File: src/rtl/vga_pkg.sv
// Shared VGA definitions: pattern-mode encoding, colour-bar table and
// raster-total helpers used by the timing core and the pattern generator.
package vga_pkg;

  typedef enum logic [1:0] {
    MODE_SOLID = 2'd0,
    MODE_BARS  = 2'd1,
    MODE_CHECK = 2'd2,
    MODE_GRAD  = 2'd3
  } mode_e;

  localparam int unsigned BAR_COUNT = 8;

  // {R,G,B} on/off masks; index 0 (white) is the leftmost bar, 7 is black.
  localparam logic [BAR_COUNT-1:0][2:0] BAR_MASK = {
    3'b000, 3'b001, 3'b100, 3'b101, 3'b010, 3'b011, 3'b110, 3'b111
  };

  function automatic int unsigned h_total(input int unsigned active, input int unsigned fp,
                                          input int unsigned sync, input int unsigned bp);
    return active + fp + sync + bp;
  endfunction

  function automatic int unsigned v_total(input int unsigned active, input int unsigned fp,
                                          input int unsigned sync, input int unsigned bp);
    return active + fp + sync + bp;
  endfunction

endpackage

File: src/rtl/vga_timing.sv
// VGA raster timing core: h/v counters, sync/de decode and line/frame markers.
// Ports: clk, reset (sync, active-high), pix_en (clock enable);
//        hcnt/vcnt (live counters), active_c, line_last_c, frame_last_c
//        (combinational decode of the live counters);
//        hsync, vsync, de, x, y, line_start, frame_start (registered, one
//        enabled cycle behind the counters).
module vga_timing
  import vga_pkg::*;
#(
  parameter int unsigned H_ACTIVE = 640,
  parameter int unsigned H_FP     = 16,
  parameter int unsigned H_SYNC   = 96,
  parameter int unsigned H_BP     = 48,
  parameter int unsigned V_ACTIVE = 480,
  parameter int unsigned V_FP     = 10,
  parameter int unsigned V_SYNC   = 2,
  parameter int unsigned V_BP     = 33,
  parameter bit          H_POL    = 1'b0,
  parameter bit          V_POL    = 1'b0,
  parameter int unsigned CNT_W    = 10
) (
  input  logic             clk,
  input  logic             reset,
  input  logic             pix_en,
  output logic [CNT_W-1:0] hcnt,
  output logic [CNT_W-1:0] vcnt,
  output logic             active_c,
  output logic             line_last_c,
  output logic             frame_last_c,
  output logic             hsync,
  output logic             vsync,
  output logic             de,
  output logic [CNT_W-1:0] x,
  output logic [CNT_W-1:0] y,
  output logic             line_start,
  output logic             frame_start
);

  localparam int unsigned H_TOTAL  = h_total(H_ACTIVE, H_FP, H_SYNC, H_BP);
  localparam int unsigned V_TOTAL  = v_total(V_ACTIVE, V_FP, V_SYNC, V_BP);
  localparam int unsigned HS_START = H_ACTIVE + H_FP;
  localparam int unsigned HS_END   = HS_START + H_SYNC;
  localparam int unsigned VS_START = V_ACTIVE + V_FP;
  localparam int unsigned VS_END   = VS_START + V_SYNC;

  logic v_last_c;
  logic hs_act_c;
  logic vs_act_c;

  // Decode of the current counter position.
  always_comb begin
    line_last_c  = (hcnt == CNT_W'(H_TOTAL - 1));
    v_last_c     = (vcnt == CNT_W'(V_TOTAL - 1));
    frame_last_c = line_last_c && v_last_c;
    active_c     = (hcnt < CNT_W'(H_ACTIVE)) && (vcnt < CNT_W'(V_ACTIVE));
    hs_act_c     = (hcnt >= CNT_W'(HS_START)) && (hcnt < CNT_W'(HS_END));
    vs_act_c     = (vcnt >= CNT_W'(VS_START)) && (vcnt < CNT_W'(VS_END));
  end

  // Counters plus registered copies of the decode for the pixel just counted.
  always_ff @(posedge clk) begin
    if (reset) begin
      hcnt        <= '0;
      vcnt        <= '0;
      hsync       <= ~H_POL;
      vsync       <= ~V_POL;
      de          <= 1'b0;
      x           <= '0;
      y           <= '0;
      line_start  <= 1'b0;
      frame_start <= 1'b0;
    end else if (pix_en) begin
      hsync       <= hs_act_c ? H_POL : ~H_POL;
      vsync       <= vs_act_c ? V_POL : ~V_POL;
      de          <= active_c;
      x           <= hcnt;
      y           <= vcnt;
      line_start  <= (hcnt == '0);
      frame_start <= (hcnt == '0) && (vcnt == '0);
      hcnt        <= line_last_c ? '0 : hcnt + CNT_W'(1);
      if (line_last_c) begin
        vcnt <= v_last_c ? '0 : vcnt + CNT_W'(1);
      end
    end
  end

endmodule

File: src/rtl/vga_timing_pattern_gen.sv
// VGA timing plus test-pattern generator: drives sync, data-enable, pixel
// coordinates and COLOR_W-bit RGB (solid / colour bars / checker / gradient).
// Ports: pixelClk, reset (sync, active-high), pixEn (clock enable),
//        mode (pattern select, applied at frame boundaries), solidRGB {R,G,B};
//        hsync, vsync, de, xCor, yCor, lineStart, frameStart, VGA_R/G/B.
module vga_timing_pattern_gen
  import vga_pkg::*;
#(
  parameter int unsigned H_ACTIVE   = 640,
  parameter int unsigned H_FP       = 16,
  parameter int unsigned H_SYNC     = 96,
  parameter int unsigned H_BP       = 48,
  parameter int unsigned V_ACTIVE   = 480,
  parameter int unsigned V_FP       = 10,
  parameter int unsigned V_SYNC     = 2,
  parameter int unsigned V_BP       = 33,
  parameter bit          H_POL      = 1'b0,
  parameter bit          V_POL      = 1'b0,
  parameter int unsigned COLOR_W    = 4,
  parameter int unsigned CNT_W      = 10,
  parameter int unsigned BAR_W      = 80,
  parameter int unsigned CHK_LOG2   = 5,
  parameter int unsigned GRAD_SHIFT = 4
) (
  input  logic                 pixelClk,
  input  logic                 reset,
  input  logic                 pixEn,
  input  logic [1:0]           mode,
  input  logic [3*COLOR_W-1:0] solidRGB,
  output logic                 hsync,
  output logic                 vsync,
  output logic                 de,
  output logic [CNT_W-1:0]     xCor,
  output logic [CNT_W-1:0]     yCor,
  output logic                 lineStart,
  output logic                 frameStart,
  output logic [COLOR_W-1:0]   VGA_R,
  output logic [COLOR_W-1:0]   VGA_G,
  output logic [COLOR_W-1:0]   VGA_B
);

  localparam int unsigned RGB_W = 3 * COLOR_W;

  logic [CNT_W-1:0] hcnt;
  logic [CNT_W-1:0] vcnt;
  logic             active_c;
  logic             line_last_c;
  logic             frame_last_c;
  mode_e            mode_q;
  logic [2:0]       bar_idx;
  logic [CNT_W-1:0] bar_cnt;
  logic [2:0]       bar_mask_c;
  logic [RGB_W-1:0] rgb_c;

  vga_timing #(
    .H_ACTIVE (H_ACTIVE),
    .H_FP     (H_FP),
    .H_SYNC   (H_SYNC),
    .H_BP     (H_BP),
    .V_ACTIVE (V_ACTIVE),
    .V_FP     (V_FP),
    .V_SYNC   (V_SYNC),
    .V_BP     (V_BP),
    .H_POL    (H_POL),
    .V_POL    (V_POL),
    .CNT_W    (CNT_W)
  ) u_timing (
    .clk          (pixelClk),
    .reset        (reset),
    .pix_en       (pixEn),
    .hcnt         (hcnt),
    .vcnt         (vcnt),
    .active_c     (active_c),
    .line_last_c  (line_last_c),
    .frame_last_c (frame_last_c),
    .hsync        (hsync),
    .vsync        (vsync),
    .de           (de),
    .x            (xCor),
    .y            (yCor),
    .line_start   (lineStart),
    .frame_start  (frameStart)
  );

  // Mode shadow: only reloaded on the last pixel so a frame never tears.
  always_ff @(posedge pixelClk) begin
    if (reset) begin
      mode_q <= MODE_SOLID;
    end else if (pixEn && frame_last_c) begin
      mode_q <= mode_e'(mode);
    end
  end

  // Bar tracker for the pixel at hcnt; restarts every line, sticks at black.
  always_ff @(posedge pixelClk) begin
    if (reset) begin
      bar_idx <= '0;
      bar_cnt <= '0;
    end else if (pixEn) begin
      if (line_last_c) begin
        bar_idx <= '0;
        bar_cnt <= '0;
      end else if (bar_cnt == CNT_W'(BAR_W - 1)) begin
        bar_cnt <= '0;
        if (bar_idx != 3'd7) begin
          bar_idx <= bar_idx + 3'd1;
        end
      end else begin
        bar_cnt <= bar_cnt + CNT_W'(1);
      end
    end
  end

  // Pattern mux for the current counter position; blanking forces black.
  always_comb begin
    rgb_c      = '0;
    bar_mask_c = BAR_MASK[bar_idx];
    if (active_c) begin
      case (mode_q)
        MODE_SOLID: rgb_c = solidRGB;
        MODE_BARS:  rgb_c = {{COLOR_W{bar_mask_c[2]}}, {COLOR_W{bar_mask_c[1]}},
                             {COLOR_W{bar_mask_c[0]}}};
        MODE_CHECK: rgb_c = {RGB_W{hcnt[CHK_LOG2] ^ vcnt[CHK_LOG2]}};
        MODE_GRAD:  rgb_c = {3{hcnt[GRAD_SHIFT +: COLOR_W]}};
      endcase
    end
  end

  // Colour output register, aligned with the timing outputs.
  always_ff @(posedge pixelClk) begin
    if (reset) begin
      VGA_R <= '0;
      VGA_G <= '0;
      VGA_B <= '0;
    end else if (pixEn) begin
      {VGA_R, VGA_G, VGA_B} <= rgb_c;
    end
  end

endmodule

File: config.mk
export PLATFORM = sky130hd
export DESIGN_NAME = vga_timing_pattern_gen
export DESIGN_NICKNAME = d
export VERILOG_FILES = /design/src/rtl/vga_pkg.sv /design/src/rtl/vga_timing.sv /design/src/rtl/vga_timing_pattern_gen.sv
export SDC_FILE = /design/constraint.sdc
export NUM_CORES = 1
export LEC_CHECK = 0
export BUFFER_PORTS_ARGS = -buffer_cell sky130_fd_sc_hd__clkbuf_2
export CAP_MARGIN = 20
export CORE_MARGIN = 1
export CORE_UTILIZATION = 60
export CTS_CLUSTER_SIZE = 8
export DETAILED_ROUTE_END_ITERATION = 12
export PLACE_DENSITY = 0.86
export SLEW_MARGIN = 20
export SYNTH_ARGS = -nofsm -noshare
export SYNTH_HDL_FRONTEND = slang
export SYNTH_HIERARCHICAL = 1
export SYNTH_SLANG_ARGS = --single-unit
export TNS_END_PERCENT = 50
File: constraint.sdc
create_clock -name pixelClk -period 3.5 [get_ports pixelClk]
set_input_delay 0.525 -clock pixelClk [delete_from_list [all_inputs] [get_ports pixelClk]]
set_output_delay 0.525 -clock pixelClk [all_outputs]
set_load 0.01 [all_outputs]
### Word-level counts from Yosys, hierarchy flattened

Memory sizes are Yosys's and may differ from the RTL's. A register that Yosys moved wholly into a read port is not among the register bits.
Cells that the tools add are included.

| storage, ports and cells | value |
|---|---|
| output and inout port bits | 37 |
| bits of input ports | 17 |
| flip-flop bits (word level) | 72 |
| logic and storage cells | 62 |
| ROM bits | 24 |
| memories kept | 1 |

| cells by class | value |
|---|---|
| multiplexer cells | 14 |
| reductions and logical operators | 13 |
| bitwise gates (word level) | 1 |
| eq/ne operators | 7 |
| magnitude comparators | 7 |
| $add $sub $neg | 4 |

Memories:

| name | depth | bits a word | rd ports | clocked after Yosys merged registers in | write ports | line | RTL |
|---|---|---|---|---|---|---|---|
| (name not given) | 8 | 3 | 1 | 1 | 0 | vga_timing_pattern_gen.sv:117 | `bar_mask_c = BAR_MASK[bar_idx];` |

Operators by type and width:

| kind | number |
|---|---|
| $pmux 12 s4 | 1 |
| $mux 10 | 4 |
| $add 10x1->10 const B | 3 |
| $eq 10x10->1 const B | 2 |
| $logic_not 10->1 | 2 |
| $lt 10x10->1 const B | 2 |
| $lt 10x9->1 const B | 2 |
| $mux 3 | 6 |
| $mux 12 | 1 |
| $eq 10x7->1 const B | 1 |
| $ge 10x10->1 const B | 1 |
| $ge 10x9->1 const B | 1 |
| $logic_and 1x1->1 | 6 |
| $eq 2x2->1 const B | 2 |
| $lt 3x4->1 const B | 1 |
| $reduce_bool 2->1 | 2 |
| $add 3x1->3 const B | 1 |
| $ne 3x3->1 const B | 1 |
| $reduce_and 3->1 | 1 |
| $eq 2x1->1 const B | 1 |
| $logic_not 2->1 | 1 |
| $mux 1 | 2 |
| $reduce_and 2->1 | 1 |
| $xor 1x1->1 | 1 |

### Logic depth before layout (Yosys ltp)

| depth | value |
|---|---|
| depth after elaboration | 6 |
| gate-level depth with buffers | 9 |
| depth with buffers taken out | 8 |

### By module

Netlist, hierarchy kept.

Modules (own cells, without submodules):

| module | instances | area each (sq um) | cells each | seq. area each (sq um) |
|---|---|---|---|---|
| vga_timing | 1 | 2,021.9 | 225 | 900.9 |
| vga_timing_pattern_gen | 1 | 1,408.9 | 157 | 600.6 |

### Worst setup path after synthesis

Ideal clock, no wire load.

| path | value |
|---|---|
| path type | reg2reg |
| start point | register u_timing.hcnt[5] |
| end point | register bar_cnt[0] |
| period minus slack after synthesis | 2.011 ns |
| path slack | 1.489 ns |
| library setup time | 0.134 ns |
| buffers on the path | 2 |
| data required time | 3.366 ns |
| stages on the path, launching flop included | 9 |
| arrival | 1.877 ns |
| cells stage by stage | dfxtp_1 buf_6 or3_4 or3_1 clkbuf_2 inv_1 nor2_1 a21oi_1 nor2_1 |

| between the ends | value |
|---|---|
| word-level cells in the longest chain between the ends | 2 |

Ends and longest elaborated chain:

| element | line | RTL |
|---|---|---|
| from (decl) | vga_timing.sv:25 | `output logic [CNT_W-1:0] hcnt,` |
| from (signal assigned) | vga_timing.sv:80 | `hcnt <= line_last_c ? '0 : hcnt + CNT_W'(1);` |
| $eq 10x10->1 | vga_timing.sv:52 | `line_last_c = (hcnt == CNT_W'(H_TOTAL - 1));` |
| net line_last_c | vga_timing_pattern_gen.sv:47 | `logic line_last_c;` |
| $mux 10 | vga_timing_pattern_gen.sv:100 | `if (line_last_c) begin` |
| to (signal assigned) | vga_timing_pattern_gen.sv:109 | `bar_cnt <= bar_cnt + CNT_W'(1);` |
| to (decl) | vga_timing_pattern_gen.sv:51 | `logic [CNT_W-1:0] bar_cnt;` |

The timed path passes the listed nets, and every way through them passes these cells.
A chain may end at the register's enable or synchronous reset.

### Final worst setup path

| path | value |
|---|---|
| start point | register u_timing.hcnt[5] |
| end point | register bar_cnt[9] |

Same word-level chain as after synthesis.

==> impl_metrics.ini <==
[timing]
finalMaxSlewViolations = 0
final.setup_skew_ns = 0.00764
setup_tns_ns = 0
maxSlewHeadroom = 0.455
fin_ws_ns = 1.13
tightest_slew_ns = 0.817
fin_crit_sh = 0.678
holdWs_ns = 0.467
fmax_mhz = 421
rsz0062_at_grt = false
setup_viol = 0
finalHoldViolCount = 0
finalCriticalPeriod_ns = 2.37

[yosys]
synth.cell_area_um2 = 3430
synth_edf_count = 0
dominantRegCellSynth = dfxtp_1
synthTopCellsByArea = dfxtp_1 44%, mux2i_1 6.1%, nor2_1 5.5%
async_flop_share = 0
syn_area_per_cell_um2 = 8.98
syn_nets = 406
ys_warn_count = 6
ys_ff_latch = 75
synth_largest_area_cell = dfxtp_1
seq_area_frac_synth = 0.438
synth_top_area_share = 0.438
postSynthCellCount = 382
synth_cell_types = 49

[power_and_ir_drop]
p_leak_uw = 0.00159
p_switching_uw = 375
p_per_area_nw_per_um2 = 429
p_int_uw = 1300
finalPower_uw = 1670
swShare = 0.224
combPwrFrac = 0.059
clockPowerShare = 0.414
p_seq_frac = 0.527
peakVddDrop_mv = 0.256

[cells_and_area]
fill_cells = 439
insertedDiodeCount = 0
final_util = 0.708
nets = 451
area_growth_pct = 13.7
drive_gt1_frac = 0.194

[worst_setup_path]
crit_fanout = 12
path_class = reg2reg
critPathMaxStageDelay_ns = 0.53
crit_required_ns = 3.70
worstSetupStartpointType = flop
crit_family = simple AND/OR/NAND/NOR gates
crit_chain = or3_4 > or3_1 > inv_1 > nor2_1 > a21oi_1 > nor2_1
critical_path.slowest_cell = a21oi_1
worstRegToRegCells = 6
r2r_start = u_timing/hcnt[5]
worst_setup_path_end_kind = flop
critPathBufInv = 1
r2r_slack_ns = 1.13
crit_top_cell = nor2_1
critPathArrivalTime_ns = 2.58
r2r_end = bar_cnt[9]

[route]
top_layer_used = met4
postRouteAntennaNets = 0
drc = 0
m1WireLength_um = 3390
initialDrtViolationCount = 148
vias_per_cell = 5.87
wl_per_cell_um = 14.7
route.met3.wl_um = 413
wirelength_um = 7420
wl_met2_um = 3390
first_pass_iters = 8
vias = 2959

[clock_tree]
ctsHoldBuffers = 0
clock_sinks = 75
root_buffer = clkbuf_8
post-cts-setup-buffers = 0
path_clk_slew_ns = 0.08
cts_tree = built
clk_path_buf_depth = 2
cts_buffers = 9
h-tree-depth = 3
insertion_delay_ns = 0.34
post_cts_resize_count = 0

[grt]
gr-total-overflow = 0
grt_pass1_wl_um = 12600
antenna_found_initial = 0
grt_max_degree = 44
grt_usage = 0.263
grt_pass1_vias = 2766

[worst_hold_path]
min-delay-start = mode[1]
hold_class = in2reg
min_path_cells = 3
min_to = mode_q[1]

[floorplan]
design.core.area_um2 = 5510
dieArea_um2 = 6020
start_util = 0.623
die_y_um = 77.6
io_pins = 54
die_w_um = 77.6
num_rows = 27

[status]
outcome = completed

[place]
post-place-ws_ns = 1.18
portBuffers = 53
globalplace.congestion = 0.877
hpwl_um = 5030

[run]
cap_violations = 0
==> through the flow <==
| stage | std cells | area (µm²) |
|---|---|---|
| floorplan | 382 | 3430 |
| global placement | 488 | 3690 |
| detailed placement | 488 | 3690 |
| CTS | 504 | 3900 |
| global route | 504 | 3900 |
| finish | 504 | 3900 |
==> layout make-up <==
cell class	count	area, µm²	area share
multi-input combinational	274	1770	0.453
sequential	75	1500	0.385
timing repair buffer	56	288	0.0738
clock buffer	12	165	0.0423
tap	72	90.1	0.0231
clock inverter	4	47.5	0.0122
inverter	11	41.3	0.0106
==> layer usage <==
| layer | vias up | track usage |
|---|---|---|
| met5 | - | 0 |
| met4 | 0 | 0.149 |
| met3 | 25 | 0.0435 |
| met2 | 113 | 0.418 |
| met1 | 1360 | 0.337 |
| li1 | 1461 | - |
==> tightest hold or removal path: stages <==
cell and delay, ns:
clkbuf_2 0.10, nand3_1 0.08, a21oi_1 0.06
==> how the worst max path moves through the flow <==
stage / startpoint / to / cells after the start
after detailed placement: u_timing/hcnt[5] / bar_cnt[9] / 6
after global placement: u_timing/hcnt[5] / bar_cnt[0] / 6
final: u_timing/hcnt[5] / bar_cnt[9] / 6
after floorplan: u_timing/hcnt[5] / bar_cnt[0] / 8
after global routing: u_timing/hcnt[5] / bar_cnt[9] / 6
after CTS: u_timing/hcnt[5] / bar_cnt[9] / 6
==> cells in the final DEF (no fill, tap or decap), types with 2 or more instances in the layout <==
master,instances
xor2_1,8
and4_2,2
inv_1,11
nand4_1,9
ha_1,7
nand3_1,21
a32o_1,12
buf_4,3
and3_1,4
clkbuf_8,12
a21o_1,4
nor3_1,12
dfxtp_1,75
xnor2_1,10
o21ai_0,17
nor2_1,50
nor2b_1,6
or4_1,3
mux2i_1,21
a21oi_1,21
or3_1,14
nand4b_1,2
nand2b_1,7
o311a_2,2
clkbuf_2,53
o31ai_1,3
clkinv_2,2
nand2_1,17
nor4_1,3
and4_1,2
==> flip-flops by register name, summed over array words and instances, names as in the netlist <==
signal	cells
u_timing/line_start	1
mode_q	2
u_timing/de	1
u_timing/frame_start	1
VGA_G	4
VGA_R	4
bar_idx	3
VGA_B	4
u_timing/vsync	1
u_timing/y	10
u_timing/hsync	1
u_timing/hcnt	10
bar_mask_c	3
bar_cnt	10
u_timing/x	10
u_timing/vcnt	10
==> cells by family after synthesis <==
family	count (synthesis)	share of synthesized area
buf+inv	33	0.0474
simple gates	162	0.252
mux	21	0.0613
flops	75	0.438
xor+xnor	18	0.0460
fa+ha+maj	7	0.0255
compound gates	66	0.131
==> power groups by stage <==
stage | Clock (µW) | Combinational, µW | Sequential (µW)
2_1_floorplan | 0 | 59.8 | 906
3_3_place_gp | 0 | 96.6 | 901
3_5_place_dp | 0 | 97.6 | 902
4_1_cts | 701 | 98.8 | 883
5_1_grt | 738 | 110 | 885
6_report | 694 | 98.3 | 883
==> synthesized netlist by cell type (2+ instances only) <==
library cell  instances
o21ai_0              17
nor2b_1               6
nand2b_1              7
and4_2                2
nor2_1               50
nor4_1                3
o311a_2               2
xor2_1                8
buf_2                 3
or3_1                14
a21o_1                4
xnor2_1              10
nand4_1               9
clkbuf_1             12
and4_1                2
and3_1                4
a21oi_1              21
nand2_1              17
a32o_1               12
nand3_1              21
or4_1                 3
nor3_1               12
buf_6                 4
o31ai_1               3
inv_1                11
ha_1                  7
nand4b_1              2
dfxtp_1              75
mux2i_1              21
Power figures use the tool's default switching activity.
